===== config.mk =====
export PLATFORM = sky130hd
export DESIGN_NAME = mdu_hilo
export DESIGN_NICKNAME = d
export VERILOG_FILES = /design/src/rtl/mdu_hilo.sv
export SDC_FILE = /design/constraint.sdc
export NUM_CORES = 1
export LEC_CHECK = 0
export ABC_AREA = 1
export CAP_MARGIN = 0
export CORE_MARGIN = 1
export CORE_UTILIZATION = 40
export CTS_CLUSTER_DIAMETER = 120
export CTS_CLUSTER_SIZE = 12
export DETAILED_ROUTE_END_ITERATION = 6
export HOLD_SLACK_MARGIN = 0.12
export PLACE_DENSITY = 0.58
export SLEW_MARGIN = 25
export SYNTH_ARGS = -nofsm -noshare
export SYNTH_HDL_FRONTEND = slang
export SYNTH_SLANG_ARGS = --single-unit

===== constraint.sdc =====
create_clock -name clk -period 10.75 [get_ports clk]
set_input_delay 3.225 -clock clk [delete_from_list [all_inputs] [get_ports clk]]
set_output_delay 3.225 -clock clk [all_outputs]
set_load 0.05 [all_outputs]

===== src/rtl/mdu_hilo.sv =====
// mdu_hilo: sequential multiply/divide unit that owns the HI/LO registers.
//
// Serves mult, multu, div and divu. Operands are captured as magnitudes and
// the unit computes one bit per cycle: shift-add for multiply, restoring
// division for divide. A final fix-up cycle applies the result signs and
// writes HI/LO with a one-cycle done pulse.
//
// Optional build macro: MDU_FAST_MULT_EN
//   defined   : mult/multu form the full product in one cycle (IDLE -> FIX)
//   undefined : every operation uses the iterative path
//
// Ports:
//   clk          clock, rising edge
//   rst          asynchronous reset, active high
//   start        request pulse, sampled only in IDLE
//   op           00 mult, 01 multu, 10 div, 11 divu
//   gr1, gr2     rs / rt operands
//   mthi, mtlo   write wdata to HI / LO, honoured only in IDLE without start
//   wdata        data for mthi / mtlo
//   busy         operation in progress (CALC or FIX)
//   done         one-cycle pulse when HI/LO take a new result
//   div_by_zero  last divide had a zero divisor; cleared by next start
//   hi, lo       architectural HI / LO
//
// state | meaning
// IDLE  | waiting for start; mthi/mtlo accepted here
// CALC  | one multiplier or quotient bit per cycle, WIDTH cycles
// FIX   | apply signs, write HI/LO, pulse done
module mdu_hilo #(
  parameter int WIDTH = 32,
  parameter int CNT_W = 6
) (
  input  logic             clk,
  input  logic             rst,
  input  logic             start,
  input  logic [1:0]       op,
  input  logic [WIDTH-1:0] gr1,
  input  logic [WIDTH-1:0] gr2,
  input  logic             mthi,
  input  logic             mtlo,
  input  logic [WIDTH-1:0] wdata,
  output logic             busy,
  output logic             done,
  output logic             div_by_zero,
  output logic [WIDTH-1:0] hi,
  output logic [WIDTH-1:0] lo
);

  localparam int W2 = 2 * WIDTH;
  localparam logic [CNT_W-1:0] CNT_LAST = CNT_W'(WIDTH - 1);

  typedef enum logic [1:0] {
    S_IDLE = 2'd0,
    S_CALC = 2'd1,
    S_FIX  = 2'd2
  } state_t;

  state_t           state_q, state_d;
  logic             is_div_q, is_div_d;
  logic [W2-1:0]    acc_q, acc_d;
  logic [WIDTH-1:0] opnd_q, opnd_d;     // multiplicand or divisor magnitude
  logic [WIDTH-1:0] raw_q, raw_d;       // raw dividend, returned on divide by zero
  logic             neg_res_q, neg_res_d;
  logic             neg_rem_q, neg_rem_d;
  logic             dbz_pend_q, dbz_pend_d;
  logic             dbz_q, dbz_d;
  logic [CNT_W-1:0] cnt_q, cnt_d;
  logic [WIDTH-1:0] hi_q, hi_d;
  logic [WIDTH-1:0] lo_q, lo_d;
  logic             done_q, done_d;

  logic             signed_op;
  logic [WIDTH-1:0] abs_a, abs_b;
  logic [WIDTH:0]   mul_sum;
  logic [W2-1:0]    mul_next;
  logic [WIDTH:0]   rem_sh, div_diff;
  logic             qbit;
  logic [W2-1:0]    div_next;
  logic [W2-1:0]    prod_fix;
  logic [WIDTH-1:0] quo_fix, rem_fix;

  assign signed_op = ~op[0];
  assign abs_a = (signed_op && gr1[WIDTH-1]) ? (~gr1 + WIDTH'(1)) : gr1;
  assign abs_b = (signed_op && gr2[WIDTH-1]) ? (~gr2 + WIDTH'(1)) : gr2;

  // Multiply: acc = {partial product, remaining multiplier bits}.
  assign mul_sum  = {1'b0, acc_q[W2-1:WIDTH]} + (acc_q[0] ? {1'b0, opnd_q} : '0);
  assign mul_next = {mul_sum, acc_q[WIDTH-1:1]};

  // Divide: acc = {partial remainder, dividend bits shifting into quotient}.
  // The remainder stays below the divisor, so WIDTH+1 bits hold the trial.
  assign rem_sh   = acc_q[W2-1:WIDTH-1];
  assign div_diff = rem_sh - {1'b0, opnd_q};
  assign qbit     = ~div_diff[WIDTH];
  assign div_next = {(qbit ? div_diff[WIDTH-1:0] : rem_sh[WIDTH-1:0]),
                     acc_q[WIDTH-2:0], qbit};

  assign prod_fix = neg_res_q ? (~acc_q + W2'(1)) : acc_q;
  assign quo_fix  = neg_res_q ? (~acc_q[WIDTH-1:0] + WIDTH'(1)) : acc_q[WIDTH-1:0];
  assign rem_fix  = neg_rem_q ? (~acc_q[W2-1:WIDTH] + WIDTH'(1)) : acc_q[W2-1:WIDTH];

  always_comb begin
    state_d    = state_q;
    is_div_d   = is_div_q;
    acc_d      = acc_q;
    opnd_d     = opnd_q;
    raw_d      = raw_q;
    neg_res_d  = neg_res_q;
    neg_rem_d  = neg_rem_q;
    dbz_pend_d = dbz_pend_q;
    dbz_d      = dbz_q;
    cnt_d      = cnt_q;
    hi_d       = hi_q;
    lo_d       = lo_q;
    done_d     = 1'b0;

    case (state_q)
      S_IDLE: begin
        if (start) begin
          is_div_d   = op[1];
          raw_d      = gr1;
          opnd_d     = op[1] ? abs_b : abs_a;
          acc_d      = op[1] ? {{WIDTH{1'b0}}, abs_a} : {{WIDTH{1'b0}}, abs_b};
          neg_res_d  = signed_op & (gr1[WIDTH-1] ^ gr2[WIDTH-1]);
          neg_rem_d  = signed_op & gr1[WIDTH-1];
          dbz_pend_d = op[1] & (gr2 == '0);
          dbz_d      = 1'b0;
          cnt_d      = '0;
          state_d    = S_CALC;
`ifdef MDU_FAST_MULT_EN
          if (!op[1]) begin
            acc_d   = {{WIDTH{1'b0}}, abs_a} * {{WIDTH{1'b0}}, abs_b};
            state_d = S_FIX;
          end
`endif
        end else begin
          if (mthi) hi_d = wdata;
          if (mtlo) lo_d = wdata;
        end
      end

      S_CALC: begin
        acc_d = is_div_q ? div_next : mul_next;
        cnt_d = cnt_q + CNT_W'(1);
        if (cnt_q == CNT_LAST) state_d = S_FIX;
      end

      S_FIX: begin
        if (!is_div_q) begin
          hi_d = prod_fix[W2-1:WIDTH];
          lo_d = prod_fix[WIDTH-1:0];
        end else if (dbz_pend_q) begin
          hi_d = raw_q;
          lo_d = '1;
        end else begin
          hi_d = rem_fix;
          lo_d = quo_fix;
        end
        dbz_d   = dbz_pend_q;
        done_d  = 1'b1;
        state_d = S_IDLE;
      end

      default: state_d = S_IDLE;
    endcase
  end

  always_ff @(posedge clk or posedge rst) begin
    if (rst) begin
      state_q    <= S_IDLE;
      is_div_q   <= 1'b0;
      acc_q      <= '0;
      opnd_q     <= '0;
      raw_q      <= '0;
      neg_res_q  <= 1'b0;
      neg_rem_q  <= 1'b0;
      dbz_pend_q <= 1'b0;
      dbz_q      <= 1'b0;
      cnt_q      <= '0;
      hi_q       <= '0;
      lo_q       <= '0;
      done_q     <= 1'b0;
    end else begin
      state_q    <= state_d;
      is_div_q   <= is_div_d;
      acc_q      <= acc_d;
      opnd_q     <= opnd_d;
      raw_q      <= raw_d;
      neg_res_q  <= neg_res_d;
      neg_rem_q  <= neg_rem_d;
      dbz_pend_q <= dbz_pend_d;
      dbz_q      <= dbz_d;
      cnt_q      <= cnt_d;
      hi_q       <= hi_d;
      lo_q       <= lo_d;
      done_q     <= done_d;
    end
  end

  assign busy        = (state_q != S_IDLE);
  assign done        = done_q;
  assign div_by_zero = dbz_q;
  assign hi          = hi_q;
  assign lo          = lo_q;

endmodule


==> results.txt, run 1 <==
----------------------------------------------------
[Run status]
  Result of the run ... complete, no violations

[Die]
  Starting density of the core ... 40.50%
  Floorplan die width ... between 200 and 250 um
  Site Rows ... 82
  Number of ports placed on the die boundary ... 170
  Full die area ... between 0.05 and 0.06 mm2
  Die Ht ... 227.4 um
  Core Box Area ... roughly 0.05 mm2

[Global routing]
  Number of antenna violations at the first check in global routing ... 10
  Vias in the first global route ... between 20,000 and 25,000
  Congestion Overflow GR ... 0
  GRT Overall Usage ... between 30% and 40%
  Largest net degree at the start of global routing ... 84
  First-pass GRT wire length ... ~140 mm

[Cells and area]
  Fraction of layout instances using a drive strength above 1 ... approximately 3.6%
  Layout net count ... roughly 3,700
  Synthesis-to-finish area growth ... 12.99%
  Post-route cell area ... between 0.02 and 0.025 mm2
  Number of standard cells in the final layout excluding fillers ... roughly 4,200
  Number of fillers in the final layout ... ~5,500
  Multi-input gate area ... roughly 0.013 mm2
  Area taken by flip-flops and latches ... between 0.005 and 0.006 mm2

[Logic synthesis]
  Mean instance size in the synthesized netlist ... approximately 5.9 um2
  Cell accounting for the most synthesized area ... dfrtp_1
  Top cells by area, synth ... dfrtp_1 (25%), nand2_1 (21%), inv_1 (8.1%)
  FF+latch count, synth ... between 200 and 250
  Most used flip-flop cell after synthesis ... dfrtp_1
  Syn Inst Count ... 3,454
  Number of enable-type register cells in the synthesized netlist ... 0
  Ys Warns ... 0
  Post-synthesis instance area ... roughly 0.02 mm2
  Number of different library cells in the post-synthesis netlist ... 54
  Syn nets ... between 3,000 and 4,000
  Post-synth top area share ... 25.37%
  Sequential element share of the synthesized area ... 25.37%
  Top cell types by occurrence after synthesis ... nand2_1 (1,111), inv_1 (436), nor2_1 (402), nand3_1 (308), a21oi_1 (235)
  Async SR Flop Fraction ... 100.0%
  Most frequent cell after synthesis ... nand2_1

[Timing]
  Headroom to the max-slew limit ... a little under 30%
  Final-report setup violation count ... 0
  Min Clock Period, post-route ... ~5300 ps
  Pins Over Slew Limit ... 0
  Unrepaired setup endpoints after global routing ... false
  Hold Violations, Final ... 0
  Setup_tns ... 0 ps
  Highest clock frequency the design can meet ... 0.1876 GHz
  Setup ws final ... about 5400 ps
  Share of the clock period used by the worst path ... slightly below 50%
  Actual transition at the worst max-transition pin ... 1063 ps
  Post-Route Skew ... roughly 37 ps

[CTS]
  Number of buffers created by CTS ... 21
  Clock tree from TritonCTS ... built
  Count of buffers added by post-CTS timing repair for setup ... 0
  Clk buf depth ... 3
  Clk slew on worst S/H paths ... 70 ps
  CTS root buffer ... clkbuf_16
  Number of gates given a new drive strength after cts ... 0
  Clock network latency to the later pin of the worst-skew pair ... roughly 560 ps
  Clk sinks ... ~210
  CTS hold repair buffers ... 0
  Htree depth ... 1

[Routing]
  First-pass iteration count of the detailed router ... 6
  Vias ... between 20,000 and 25,000
  Average wire per cell in the routed design ... 22.11 um
  Antenna-violating nets left ... 0
  Routed wire length ... 93.16 mm
  Initial detailed-routing violation count ... 2,786
  Number of remaining DRC errors ... 0
  Mean number of vias per cell ... about 5.6

[Critical path]
  Worst reg2reg path endpoint ... acc_q[43]
  Depth of the worst register-to-register path ... 15
  Category of the critical setup timing path ... reg2out
  Cell with the biggest individual delay on the critical path ... clkdlybuf4s50_1
  Cells traversed along the worst timing path ... nor2_1 > inv_1 > clkdlybuf4s50_1
  R2R Path Start ... acc_q[0]
  Sort of element at the end of the critical path ... output port
  Element type at the critical path start ... flop
  Largest delay share family, worst path ... buffers and inverters
  Signal arrival time at the worst endpoint ... approximately 2100 ps
  Required time of the worst setup path ... around 7500 ps
  Setup slack, reg-to-reg ... 6960 ps
  Launch point of the critical path ... state_q[1]
  Max stage delay on crit path ... between 700 and 800 ps
  Count of buffer and inverter cells on the critical path ... 2
  Critical-path maximum fanout ... 5

[Pwr]
  Power Density ... ~360 mW/mm2
  Leakage component of the power ... approximately 0.011 uW
  Worst IR Drop VDD ... ~160 uV
  Pwr Total ... 8186 uW

[Min path]
  Beginning of the worst hold path ... raw_q[16]
  Destination of the worst hold path ... raw_q[16]
  Hold Crit Depth ... 2
  Hold Path Class ... reg2reg

[Place]
  GPL Wtd Cong ... a little over 1
  Port Buf Inserts ... around 170
  Post-detailed-placement half-perimeter wirelength ... approximately 75 mm
  Setup slack at placement ... roughly 4900 ps
  Cell count after placement ... approximately 4,200
  Cell area after placement ... 0.02239 mm2

[Job]
  Max Cap Viol ... 0

----------------------------------------------------
## final cells by class
type	instances	area share, %
antenna	3	0.03270
sequential	206	22.47
tap	672	3.663
inverter	449	7.380
multi-input combinational	2665	55.88
timing repair buffer	192	8.137
clock inverter	2	0.08720
clock buffer	25	2.354
## worst min-delay path, delay by kind of cell, from the launching register on
kind            cells  cell delay [ps]
flops               1              350
compound gates      1               60
simple gates        1               50
## power by group
part | internal (uW) | switching [uW] | leakage (uW)
Combinational | 1800 | 3920 | 0.00877
Sequential | 1160 | 599 | 0.00243
Clock | 354 | 348 | 0.000274
## sequential cells by signal, indices dropped and copies added (netlist names)
signal,flops
raw_q,32
div_by_zero,1
neg_res_q,1
neg_rem_q,1
state_q,2
lo,32
is_div_q,1
opnd_q,32
dbz_pend_q,1
acc_q,64
done,1
cnt_q,6
hi,32
## metrics by stage
step	hold slack (ps)	util, %
final	491.4	45.76
after global routing	521.2	45.74
after CTS	490.2	45.74
after detailed placement	476.0	44.62
after global placement	471.3	44.62
after floorplan	447.9	-
## kinds of logic after synthesis
kind of cell / count (synthesis) / share of synthesized area, %
fa+ha+maj: 71 / 4.446
flops: 206 / 25.37
compound gates: 574 / 15.62
simple gates: 1951 / 39.96
xor+xnor: 69 / 2.975
buf+inv: 583 / 11.62
## placed cells by master, fill, tap and decap left out, types with 29 or more instances in the layout
cell type / synthesis / routed
inv_1: 436 / 434
o21ai_0: 210 / 209
dfrtp_1: 206 / 203
a21oi_1: 235 / 235
xor2_1: 59 / 59
o211ai_1: 29 / 29
nand3_1: 308 / 308
nand2_1: 1111 / 1111
clkdlybuf4s50_1: 0 / 169
ha_1: 69 / 69
nor2_1: 402 / 399
## worst max-delay path by stage
stage,cells past startpoint,endpoint,slack [ps]
6_report,3,busy,5420
3_5_place_dp,9,acc_q[1],4890
4_1_cts,3,busy,5410
5_1_grt,10,acc_q[9],5280
3_3_place_gp,10,acc_q[9],4900
2_1_floorplan,1,acc_q[0],1900
## routing by layer
layer	vias up	global-route usage, %	routed length [um]
li1	11200	-	-
met1	11020	49.83	41160
met2	1046	55.20	40550
met3	133	6.737	8024
met4	10	11.93	3363
met5	-	0	65
Power figures use the tool's default switching activity.
==> inputs of run 2 (changes only) <==
--- a/config.mk
+++ b/config.mk
@@ -13,7 +13,7 @@
 export CTS_CLUSTER_SIZE = 12
 export DETAILED_ROUTE_END_ITERATION = 6
 export HOLD_SLACK_MARGIN = 0.12
-export PLACE_DENSITY = 0.58
+export PLACE_DENSITY = 0.6
 export SLEW_MARGIN = 25
 export SYNTH_ARGS = -nofsm -noshare
 export SYNTH_HDL_FRONTEND = slang
==> constraint.sdc (replaced) <==
create_clock -name clk -period 4.5 [get_ports clk]
set_input_delay 1.35 -clock clk [delete_from_list [all_inputs] [get_ports clk]]
set_output_delay 1.35 -clock clk [all_outputs]
set_load 0.05 [all_outputs]
==> results.txt, run 2 (synthesis results as in run 1) <==
----------------------------------------------------
[Die]
  Number of ports placed on the die boundary ... 170
  Floorplan die width ... about 230 um
  Die Ht ... 227.4 um
  Core Box Area ... 0.05017 mm2
  Full die area ... around 0.052 mm2
  Site Rows ... 82
  Starting density of the core ... about two fifths

[Critical path]
  Largest delay share family, worst path ... buffers and inverters
  Number of gates on the worst path with buffers counted ... 3
  R2R Path Start ... acc_q[0]
  Launch point of the critical path ... state_q[1]
  Count of buffer and inverter cells on the critical path ... 2
  Critical-path maximum fanout ... 5
  Capturing element of the worst setup path ... busy
  Cells traversed along the worst timing path ... nor2_1 > inv_1 > clkdlybuf4s50_1
  Depth of the worst register-to-register path ... 17
  Cell with the biggest individual delay on the critical path ... clkdlybuf4s50_1
  Signal arrival time at the worst endpoint ... about 2200 ps
  Category of the critical setup timing path ... reg2out
  Required time of the worst setup path ... roughly 3200 ps
  Max stage delay on crit path ... about 700 ps
  Sort of element at the end of the critical path ... output port
  Worst reg2reg path endpoint ... acc_q[61]
  Element type at the critical path start ... flop
  Setup slack, reg-to-reg ... approximately 1200 ps

[Timing]
  Hold Violations, Final ... 0
  Unrepaired setup endpoints after global routing ... false
  Headroom to the max-slew limit ... approximately 29%
  Pins Over Slew Limit ... 0
  Setup_tns ... 0 ps
  Setup ws final ... between 900 and 1000 ps
  Actual transition at the worst max-transition pin ... about 1100 ps
  Final-report setup violation count ... 0
  Share of the clock period used by the worst path ... 78.06%
  Post-Route Skew ... roughly 22 ps
  Highest clock frequency the design can meet ... 0.2847 GHz
  Min Clock Period, post-route ... approximately 3500 ps

[Cells and area]
  Most common cell after layout, fill and taps aside ... nand2_1
  Number of standard cells in the final layout excluding fillers ... roughly 4,200
  Synthesis-to-finish area growth ... 13.67%
  Commonest non-fill, non-tap cells in the layout ... nand2_1 (1,111), inv_1 (434), nor2_1 (399), nand3_1 (308), a21oi_1 (235)
  Number of fillers in the final layout ... approximately 5,400
  Fraction of layout instances using a drive strength above 1 ... 3.941%
  Multi-input gate area ... between 0.01 and 0.015 mm2
  Layout net count ... between 3,000 and 4,000
  Flip-flop count of the largest register after layout ... 64
  Area taken by flip-flops and latches ... between 0.005 and 0.006 mm2
  Post-layout util ... 46.03%
  Register containing the most flip-flops in the final layout ... acc_q
  Post-route cell area ... 0.02309 mm2
  Antenna Cells ... 0

[CTS]
  Clk buf depth ... 3
  CTS hold repair buffers ... 0
  Clk sinks ... just over 200
  Number of buffers created by CTS ... 21
  Number of gates given a new drive strength after cts ... 0
  CTS root buffer ... clkbuf_16
  Htree depth ... 1
  Clock tree from TritonCTS ... built
  Clk slew on worst S/H paths ... roughly 60 ps
  Count of buffers added by post-CTS timing repair for setup ... 0
  Clock network latency to the later pin of the worst-skew pair ... ~550 ps

[Place]
  Post-detailed-placement half-perimeter wirelength ... 70.17 mm
  GPL Wtd Cong ... 1.027
  Port Buf Inserts ... between 150 and 200
  Setup slack at placement ... 902.0 ps
  Cell area after placement ... approximately 0.023 mm2
  Cell count after placement ... between 4,000 and 5,000

[Routing]
  Antenna-violating nets left ... 0
  Average wire per cell in the routed design ... between 20 and 25 um
  Number of remaining DRC errors ... 0
  Mean number of vias per cell ... around 5.5
  First-pass iteration count of the detailed router ... 7
  Vias ... 23,120
  Routed wire length ... about 88 mm
  Initial detailed-routing violation count ... roughly 2,400

[Pwr]
  P_int ... ~8000 uW
  Clk pwr share ... between 8 and 9%
  Leakage component of the power ... between 0.01 and 0.015 uW
  Flop pwr share ... between 20 and 25%
  Reported net switching power ... ~11,000 uW
  Fraction of power spent switching nets ... 58.98%
  Worst IR Drop VDD ... a little under 400 uV
  Power Density ... around 840 mW/mm2
  Comb power frac ... between 60% and 70%

[Global routing]
  Largest net degree at the start of global routing ... 95
  Number of antenna violations at the first check in global routing ... 0
  GRT Overall Usage ... ~34%
  Congestion Overflow GR ... 0
  Vias in the first global route ... approximately 21,000
  First-pass GRT wire length ... around 130 mm

[Min path]
  Hold Path Class ... reg2reg

[Run status]
  Result of the run ... complete, no violations

[Job]
  Max Cap Viol ... 0

----------------------------------------------------
## run 2: changes by cell type in the layout (fill, tap and decap cells not counted), sizes merged
cell / change
diode: -3
clkinv: +1
inv: -2
clkinvlp: +2
buf: +12
## run 2: metrics by stage
step                total power (uW)  hold WS (ps)
global placement               17410         472.0
CTS                            19150         495.6
finish                         19430         498.9
global route                   21020         520.5
floorplan                      13150         447.9
detailed placement             17460         482.2
## run 2: layout make-up
type | count | share of cell area (%)
tap | 672 | 3.641
sequential | 206 | 22.33
inverter | 449 | 7.319
multi-input combinational | 2665 | 55.54
timing repair buffer | 204 | 8.733
clock inverter | 3 | 0.09210
clock buffer | 25 | 2.340
## run 2: power groups by stage
stage | sequential (uW) | clock, uW | combinational [uW]
floorplan | 4390 | 0 | 8770
global placement | 4280 | 0 | 13100
detailed placement | 4270 | 0 | 13200
CTS | 4240 | 1670 | 13200
global route | 4360 | 1720 | 14900
finish | 4320 | 1650 | 13500
## run 2: worst register-to-register path, stage by stage, from the launching register on
cell and delay, ps:
dfrtp_1 790, nand2_1 120, inv_1 90, ha_1 210, inv_1 90, fa_1 450
o21ai_1 400, nand2_1 90, nand2_1 140, nand2_1 80, nand2_1 210, nand2_1 110
nand3_1 90, nand3_1 110, nand2_1 100, inv_1 50, nand2_1 50, nand2_1 50
## run 2: how the worst min path moves through the flow
| stage | to | slack, ps | depth (start not counted) | from |
|---|---|---|---|---|
| final | raw_q[13] | 500 | 2 | raw_q[13] |
| after detailed placement | raw_q[24] | 480 | 2 | raw_q[24] |
| after CTS | raw_q[24] | 500 | 2 | raw_q[24] |
| after global placement | raw_q[13] | 470 | 2 | raw_q[13] |
| after floorplan | raw_q[0] | 450 | 2 | raw_q[0] |
| after global routing | raw_q[27] | 520 | 2 | raw_q[27] |
## run 2: metal layers
layer | track usage [%] | vias to the layer above | wire length [um]
met2 | 51.04 | 1012 | 37600
met3 | 4.530 | 139 | 7343
met4 | 11.24 | 0 | 3036
met1 | 49.27 | 10760 | 39550
li1 | - | 11210 | -
met5 | 0 | - | 0
